**src/rtl/mux_scan_sequencer.sv**
```systemverilog
// Scans a 4-bit word through an external mux4to1, one channel per dwell period, and rebuilds the word from y_in.
// Frame takes 4*(hold+1)+1 cycles from transfer to in_ready; in_ready is low for the whole frame, nothing is buffered.
module mux_scan_sequencer (
  input  logic       clk,
  input  logic       rst_n,
  input  logic       in_valid,
  output logic       in_ready,
  input  logic [3:0] in_data,
  input  logic [3:0] hold,
  input  logic       abort,
  output logic [3:0] X,
  output logic [1:0] sel,
  input  logic       y_in,
  output logic       out_bit,
  output logic       out_valid,
  output logic [3:0] out_word,
  output logic       frame_done,
  output logic       busy
);

  typedef enum logic [1:0] {
    IDLE = 2'd0,
    SCAN = 2'd1,
    DONE = 2'd2
  } state_t;

  state_t     state;
  logic [3:0] dwell;
  logic [3:0] hold_r;

  // Pure state decode so in_ready is already 1 while rst_n is held low.
  assign in_ready = (state == IDLE);
  assign busy     = (state != IDLE);

  always_ff @(posedge clk or negedge rst_n) begin
    if (!rst_n) begin
      state      <= IDLE;
      X          <= 4'd0;
      sel        <= 2'd0;
      dwell      <= 4'd0;
      hold_r     <= 4'd0;
      out_bit    <= 1'b0;
      out_valid  <= 1'b0;
      out_word   <= 4'd0;
      frame_done <= 1'b0;
    end else begin
      out_valid  <= 1'b0;
      frame_done <= 1'b0;
      case (state)
        IDLE: begin
          if (in_valid) begin
            X        <= in_data;
            hold_r   <= hold;
            sel      <= 2'd0;
            dwell    <= 4'd0;
            out_word <= 4'd0;
            state    <= SCAN;
          end
        end
        SCAN: begin
          if (abort) begin
            state <= IDLE;
            sel   <= 2'd0;
          end else if (dwell < hold_r) begin
            dwell <= dwell + 4'd1;
          end else begin
            // End of dwell: y_in has been stable for the whole period.
            out_bit       <= y_in;
            out_valid     <= 1'b1;
            out_word[sel] <= y_in;
            if (sel != 2'd3) begin
              sel   <= sel + 2'd1;
              dwell <= 4'd0;
            end else begin
              state      <= DONE;
              frame_done <= 1'b1;
            end
          end
        end
        DONE: begin
          state <= IDLE;
          if (abort) begin
            sel <= 2'd0;
          end
        end
        default: begin
          state <= IDLE;
        end
      endcase
    end
  end

endmodule
```
**config.mk**
```make
export PLATFORM = sky130hd
export DESIGN_NAME = mux_scan_sequencer
export DESIGN_NICKNAME = d
export VERILOG_FILES = /design/src/rtl/mux_scan_sequencer.sv
export SDC_FILE = /design/constraint.sdc
export NUM_CORES = 1
export LEC_CHECK = 0
export ABC_AREA = 1
export BUFFER_PORTS_ARGS = -buffer_cell sky130_fd_sc_hd__clkbuf_2
export CAP_MARGIN = 20
export CORE_ASPECT_RATIO = 1.5
export CORE_UTILIZATION = 45
export CTS_BUF_LIST = sky130_fd_sc_hd__clkbuf_8
export DETAILED_ROUTE_END_ITERATION = 6
export PLACE_DENSITY = 0.71
export SLEW_MARGIN = 5
export SYNTH_ARGS = -nofsm -noshare
export SYNTH_HDL_FRONTEND = slang
export SYNTH_SLANG_ARGS = --single-unit
```
**constraint.sdc**
```tcl
create_clock -name clk -period 1.41 [get_ports clk]
set_clock_uncertainty 0.1 [all_clocks]
set_input_delay 0.141 -clock clk [delete_from_list [all_inputs] [get_ports clk]]
set_output_delay 0.141 -clock clk [all_outputs]
set_load 0.02 [all_outputs]
```
## Word level (Yosys, flattened, before mapping)

Index checks and enable logic that the tools add are counted.

| word-level totals | value |
|---|---|
| bits in registers | 23 |
| bits of input ports | 13 |
| output and inout port bits | 15 |
| logic and storage cells | 67 |

| operators by class | value |
|---|---|
| $add $sub $neg | 2 |
| order comparisons | 3 |
| eq/ne operators | 11 |
| mux-type cells | 29 |
| bitwise operators | 2 |
| reduce and logical (&&, ||, !) cells | 11 |

Operator list:

| kind | count |
|---|---|
| 2-to-1 mux 4 bit | 6 |
| 2-to-1 mux 2 bit | 9 |
| one-hot mux 4 bit (2 select lines) | 2 |
| inequality test 3 bit, second input constant | 4 |
| inequality test 2 bit, second input constant | 5 |
| 2-to-1 mux 1 bit | 8 |
| AND reduction 4 bit | 2 |
| one-hot mux 2 bit (3 select lines) | 1 |
| AND reduction 3 bit | 2 |
| AND reduction 5 bit | 1 |
| adder 4 x 1 -> 4 bit, second input constant | 1 |
| bitwise mux 4 bit | 1 |
| less-than comparator 4 bit | 1 |
| one-hot mux 2 bit (2 select lines) | 1 |
| nonzero test 2 bit | 2 |
| less-than comparator 2 x 3 -> 1 bit, second input constant | 1 |
| nonzero test 3 bit | 1 |
| adder 2 x 1 -> 2 bit, second input constant | 1 |
| demux 1 bit (select 2 bit) | 1 |
| == test 2 x 1 -> 1 bit, second input constant | 1 |
| == test 2 bit, second input constant | 1 |
| >= comparator 2 x 1 -> 1 bit, second input constant | 1 |
| zero test 2 bit | 1 |
| NOT 1 bit | 2 |
| 2 further kinds | 2 |

## Longest topological paths before layout

| depth | value |
|---|---|
| depth after elaboration | 8 |
| gate-level depth with buffers | 10 |

## Worst setup path before layout

Ideal clock, no wire load.

| path | value |
|---|---|
| path type | register -> register |
| start point | register dwell[3] |
| end point | register out_bit |
| arrival time | 1.251 ns |
| required time | 1.194 ns |
| path slack | -0.057 ns |
| cell stages (with the launch flop) | 8 |
| cells stage by stage | dfrtp_1 -> ha_1 -> a21oi_4 -> nand2_2 -> nand2_1 -> inv_2 -> nand2_1 -> nand2_1 |

| on the way | value |
|---|---|
| longest elaborated chain between the ends | 3 |

RTL lines:

| what | line | source |
|---|---|---|
| from (decl) | 28 | `logic [3:0] dwell;` |
| from (signal assigned) | 65 | `dwell <= dwell + 4'd1;` |
| less-than comparator 4 bit | 64 | `end else if (dwell < hold_r) begin` |
| NOT 1 bit (no source line) | -- |  |
| AND reduction 3 bit (no source line) | -- |  |
| to (signal assigned) | 68 | `out_bit <= y_in;` |
| to (decl) | 14 | `output logic out_bit,` |

Every way passes these cells.
A chain may end at the register's enable or synchronous reset.

## Worst setup path in the final report

| path | value |
|---|---|
| start point | register dwell[3] |
| end point | register dwell[3] |

| on the way | value |
|---|---|
| longest elaborated chain between the ends | 4 |

RTL lines:

| what | line | source |
|---|---|---|
| adder 4 x 1 -> 4 bit / less-than comparator 4 bit (equally long branches) | 65, 64 |  |
| 2-to-1 mux 4 bit | 64 |  |
| 2-to-1 mux 4 bit | 61 | `if (abort) begin` |
| one-hot mux 4 bit (2 select lines) | 49 | `case (state)` |

Several ways; a longest one is shown, not always the timed one. The select of a mux whose other input is x is not followed.

==> flow_metrics.py <==
metrics = {
    "worst_setup_path": {
        "cp.arrival_ns": 1.60,
        "r2r-end": "dwell[3]",
        "path_class": "reg2reg",
        "startpoint": "dwell[3]",
        "cp-start-kind": "flop",
        "critPathMaxFanout": 8,
        "endpoint_kind": "flop",
        "worst-r2r-setup-slack_ns": -0.08,
        "rr_worst_depth": 6,
        "critical_path_required_ns": 1.52,
        "r2r_start": "dwell[3]",
    },
    "global_route": {
        "grt_pass1_wl_um": 4050,
        "met1_usage": 0.205,
        "grt_pass1_vias": 995,
        "antenna_found_initial": 0,
        "grtUsageMet2": 0.341,
        "top_usage_layer": "met2",
        "grt.overflow.total": 0,
        "grt_max_degree": 24,
        "grt_use_total": 0.189,
        "grt_util_met3": 0.0244,
    },
    "routing": {
        "ant_nets": 0,
        "drt-total-wl_um": 2410,
        "dr.pass1.iters": 2,
        "num_vias": 1043,
        "via_per_inst": 4.85,
        "wl_per_cell_um": 11.2,
        "drc": 0,
        "drtIter0Drc": 15,
    },
    "hold_path": {
        "holdPathStages": 2,
        "hold_end": "hold_r[0]",
        "hp-start": "hold[0]",
        "hp-class": "in2reg",
    },
    "cts": {
        "cts_buffer_depth": 2,
        "path_clk_slew_ns": 0.08,
        "cts_inserted_buffers": 3,
        "cts_htree_levels": 1,
        "cts_tree": "yes",
        "clockRootBuffer": "clkbuf_8",
        "clk_latency_ns": 0.27,
        "clock_sinks": 23,
    },
    "sta": {
        "max_freq_ghz": 0.672,
        "slew-limit-headroom": 0.622,
        "worst_slew_pin_slew_ns": 0.566,
        "fin_crit_sh": 1.06,
        "rsz0062_at_grt": "yes",
        "finalSetupViolCount": 11,
        "drv_slew": 0,
        "hold_slack_ns": 0.00324,
        "setup_slack_ns": -0.0786,
        "post-route-min-period_ns": 1.49,
        "hold_viol": 0,
        "tns_ns": -0.485,
    },
    "floorplan": {
        "num_io_pins": 28,
        "row_count": 23,
        "core_area_sq_um": 2650,
        "die-area_sq_um": 2990,
        "dieHeight_um": 66.5,
        "initial_core_util": 0.471,
        "die_x_um": 45.0,
    },
    "yosys": {
        "synth.area.top_cells": "dfrtp_1 (46%), nand2_1 (9.9%), ha_1 (8.0%)",
        "synth_cells": 135,
        "synth-edff-count": 0,
        "ys_warn_count": 0,
        "postSynth.asyncResetShare": 1.00,
        "yosys.area.top_type": "dfrtp_1",
        "syn_area_per_cell_sq_um": 9.23,
        "synth_top_area_share": 0.462,
        "syn-num-nets": 156,
        "netlist_area_sq_um": 1250,
        "synth_flop_cell": "dfrtp_1",
        "ys_types": 25,
        "synthTopCellsByCount": "nand2_1 (33), dfrtp_1 (23), inv_1 (12), nor2_1 (12)",
        "ys_ff_latch": 23,
        "synth_seq_area_share": 0.462,
        "synth.most_common_cell": "nand2_1",
    },
    "power": {
        "pwr_density_cell_nw_per_um2": 1860,
        "clkPwrFrac": 0.134,
        "power_switching_share": 0.438,
        "switchingPower_mw": 1.33,
        "ir_drop_v": 0.00140,
        "power.total_mw": 3.04,
        "leakagePower_nw": 0.883,
        "seqPwrFrac": 0.329,
        "pwr-share-comb": 0.537,
        "p_int_mw": 1.71,
    },
    "final_layout": {
        "fin_nets": 200,
        "drive_gt1_frac": 0.421,
        "syn_to_final_growth_pct": 31.4,
        "diodes": 0,
        "post-route-util": 0.619,
        "fin_cells": 215,
    },
    "placement": {
        "place_hpwl_um": 1840,
        "place.gp.congestion": 0.791,
        "io_buffer_count": 27,
        "placed_cells": 205,
    },
    "run": {
        "cap_viol_max_count": 0,
    },
    "outcome": {
        "status": "finished, violations left",
        "violations": "negative setup slack",
    },
}
[cell usage in the layout (no fill, tap or decap)]
cell type      count
nand2_1           29
clkbuf_2          27
dfrtp_1           22
nor2_1            11
inv_1              9
buf_4              9
nand4_1            8
ha_1               7
inv_2              6
nand2_2            6
nand3_2            5
mux2_2             5
dlygate4sd3_1      4
nand3_4            3
nand3_1            3
or2_0              3
a21oi_1            3
clkbuf_8           3
nor2_2             2
nand2_4            2
a21oi_4            1
nor2_4             1
clkinv_4           1
a21boi_0           1
nor3_2             1
nor3_1             1
xnor2_1            1
xor2_1             1
ha_4               1
clkinv_2           1
dfrtp_2            1
[worst max path at each step]
stage	cells after the start	to
after global placement	8	out_word[2]
after detailed placement	8	out_word[0]
after global routing	6	dwell[3]
final	6	dwell[3]
after floorplan	5	dwell[0]
after CTS	6	dwell[3]
[final cells by class]
| type | instances | area (sq um) |
|---|---|---|
| Timing Repair Buffer | 40 | 243 |
| Sequential cell | 23 | 577 |
| Multi-Input combinational cell | 95 | 661 |
| Tap cell | 37 | 46.3 |
| Fill cell | 248 | 1010 |
| Clock buffer | 3 | 41.3 |
| Inverter | 16 | 65.1 |
| Clock inverter | 1 | 5.00 |
[metrics by stage]
step | instance area, sq um | worst slack, ns
final | 1640 | -0.0786
after global routing | 1640 | -0.164
after CTS | 1610 | -0.0765
after detailed placement | 1490 | -0.0683
after global placement | 1490 | -0.0510
after floorplan | 1260 | 0.00886
[what timing repair did]
item                                    in CTS  in global routing
hold buffers                                 4                  0
endpoints found under the hold margin       26                  0
pin swaps                                    6                  2
gates resized for setup                      9                  6
setup buffers                                2                  0
endpoints found under the setup margin      11                 14
[power by group through the flow]
| stage | clock (mW) | sequential (mW) | combinational (mW) |
|---|---|---|---|
| floorplan | 0 | 1.17 | 0.911 |
| global placement | 0 | 1.00 | 1.46 |
| detailed placement | 0 | 1.02 | 1.49 |
| CTS | 0.430 | 1.00 | 1.57 |
| global route | 0.449 | 1.03 | 1.81 |
| finish | 0.409 | 1.00 | 1.63 |
[cells by family after synthesis]
| family | share of synthesized area |
|---|---|
| flip-flops | 0.462 |
| AO/OA/AOI/OAI | 0.0311 |
| XOR/XNOR | 0.0141 |
| multiplexers | 0.0452 |
| buffers and inverters | 0.0582 |
| AND/OR/NAND/NOR | 0.309 |
| adder cells (fa/ha/maj) | 0.0803 |
[worst max-delay path, cell delays in order (launching register included)]
cell and delay, ns:
dfrtp_1 0.42, ha_4 0.26, a21oi_4 0.22, nand3_4 0.19, nand3_4 0.13, nand2_1 0.06, nand2_1 0.05
[sequential cells by signal, indices dropped and copies added, names as in the netlist]
| signal | flops |
|---|---|
| hold_r | 4 |
| state | 2 |
| dwell | 4 |
| out_word | 4 |
| sel | 2 |
| out_bit | 1 |
| frame_done | 1 |
| X | 4 |
| out_valid | 1 |
[per-layer routing]
metal | up-vias | share of wire
met5 | - | 0
met4 | 0 | 0.023
met2 | 18 | 0.54
met1 | 496 | 0.41
met3 | 5 | 0.026
li1 | 524 | -
Power figures use the tool's default switching activity.
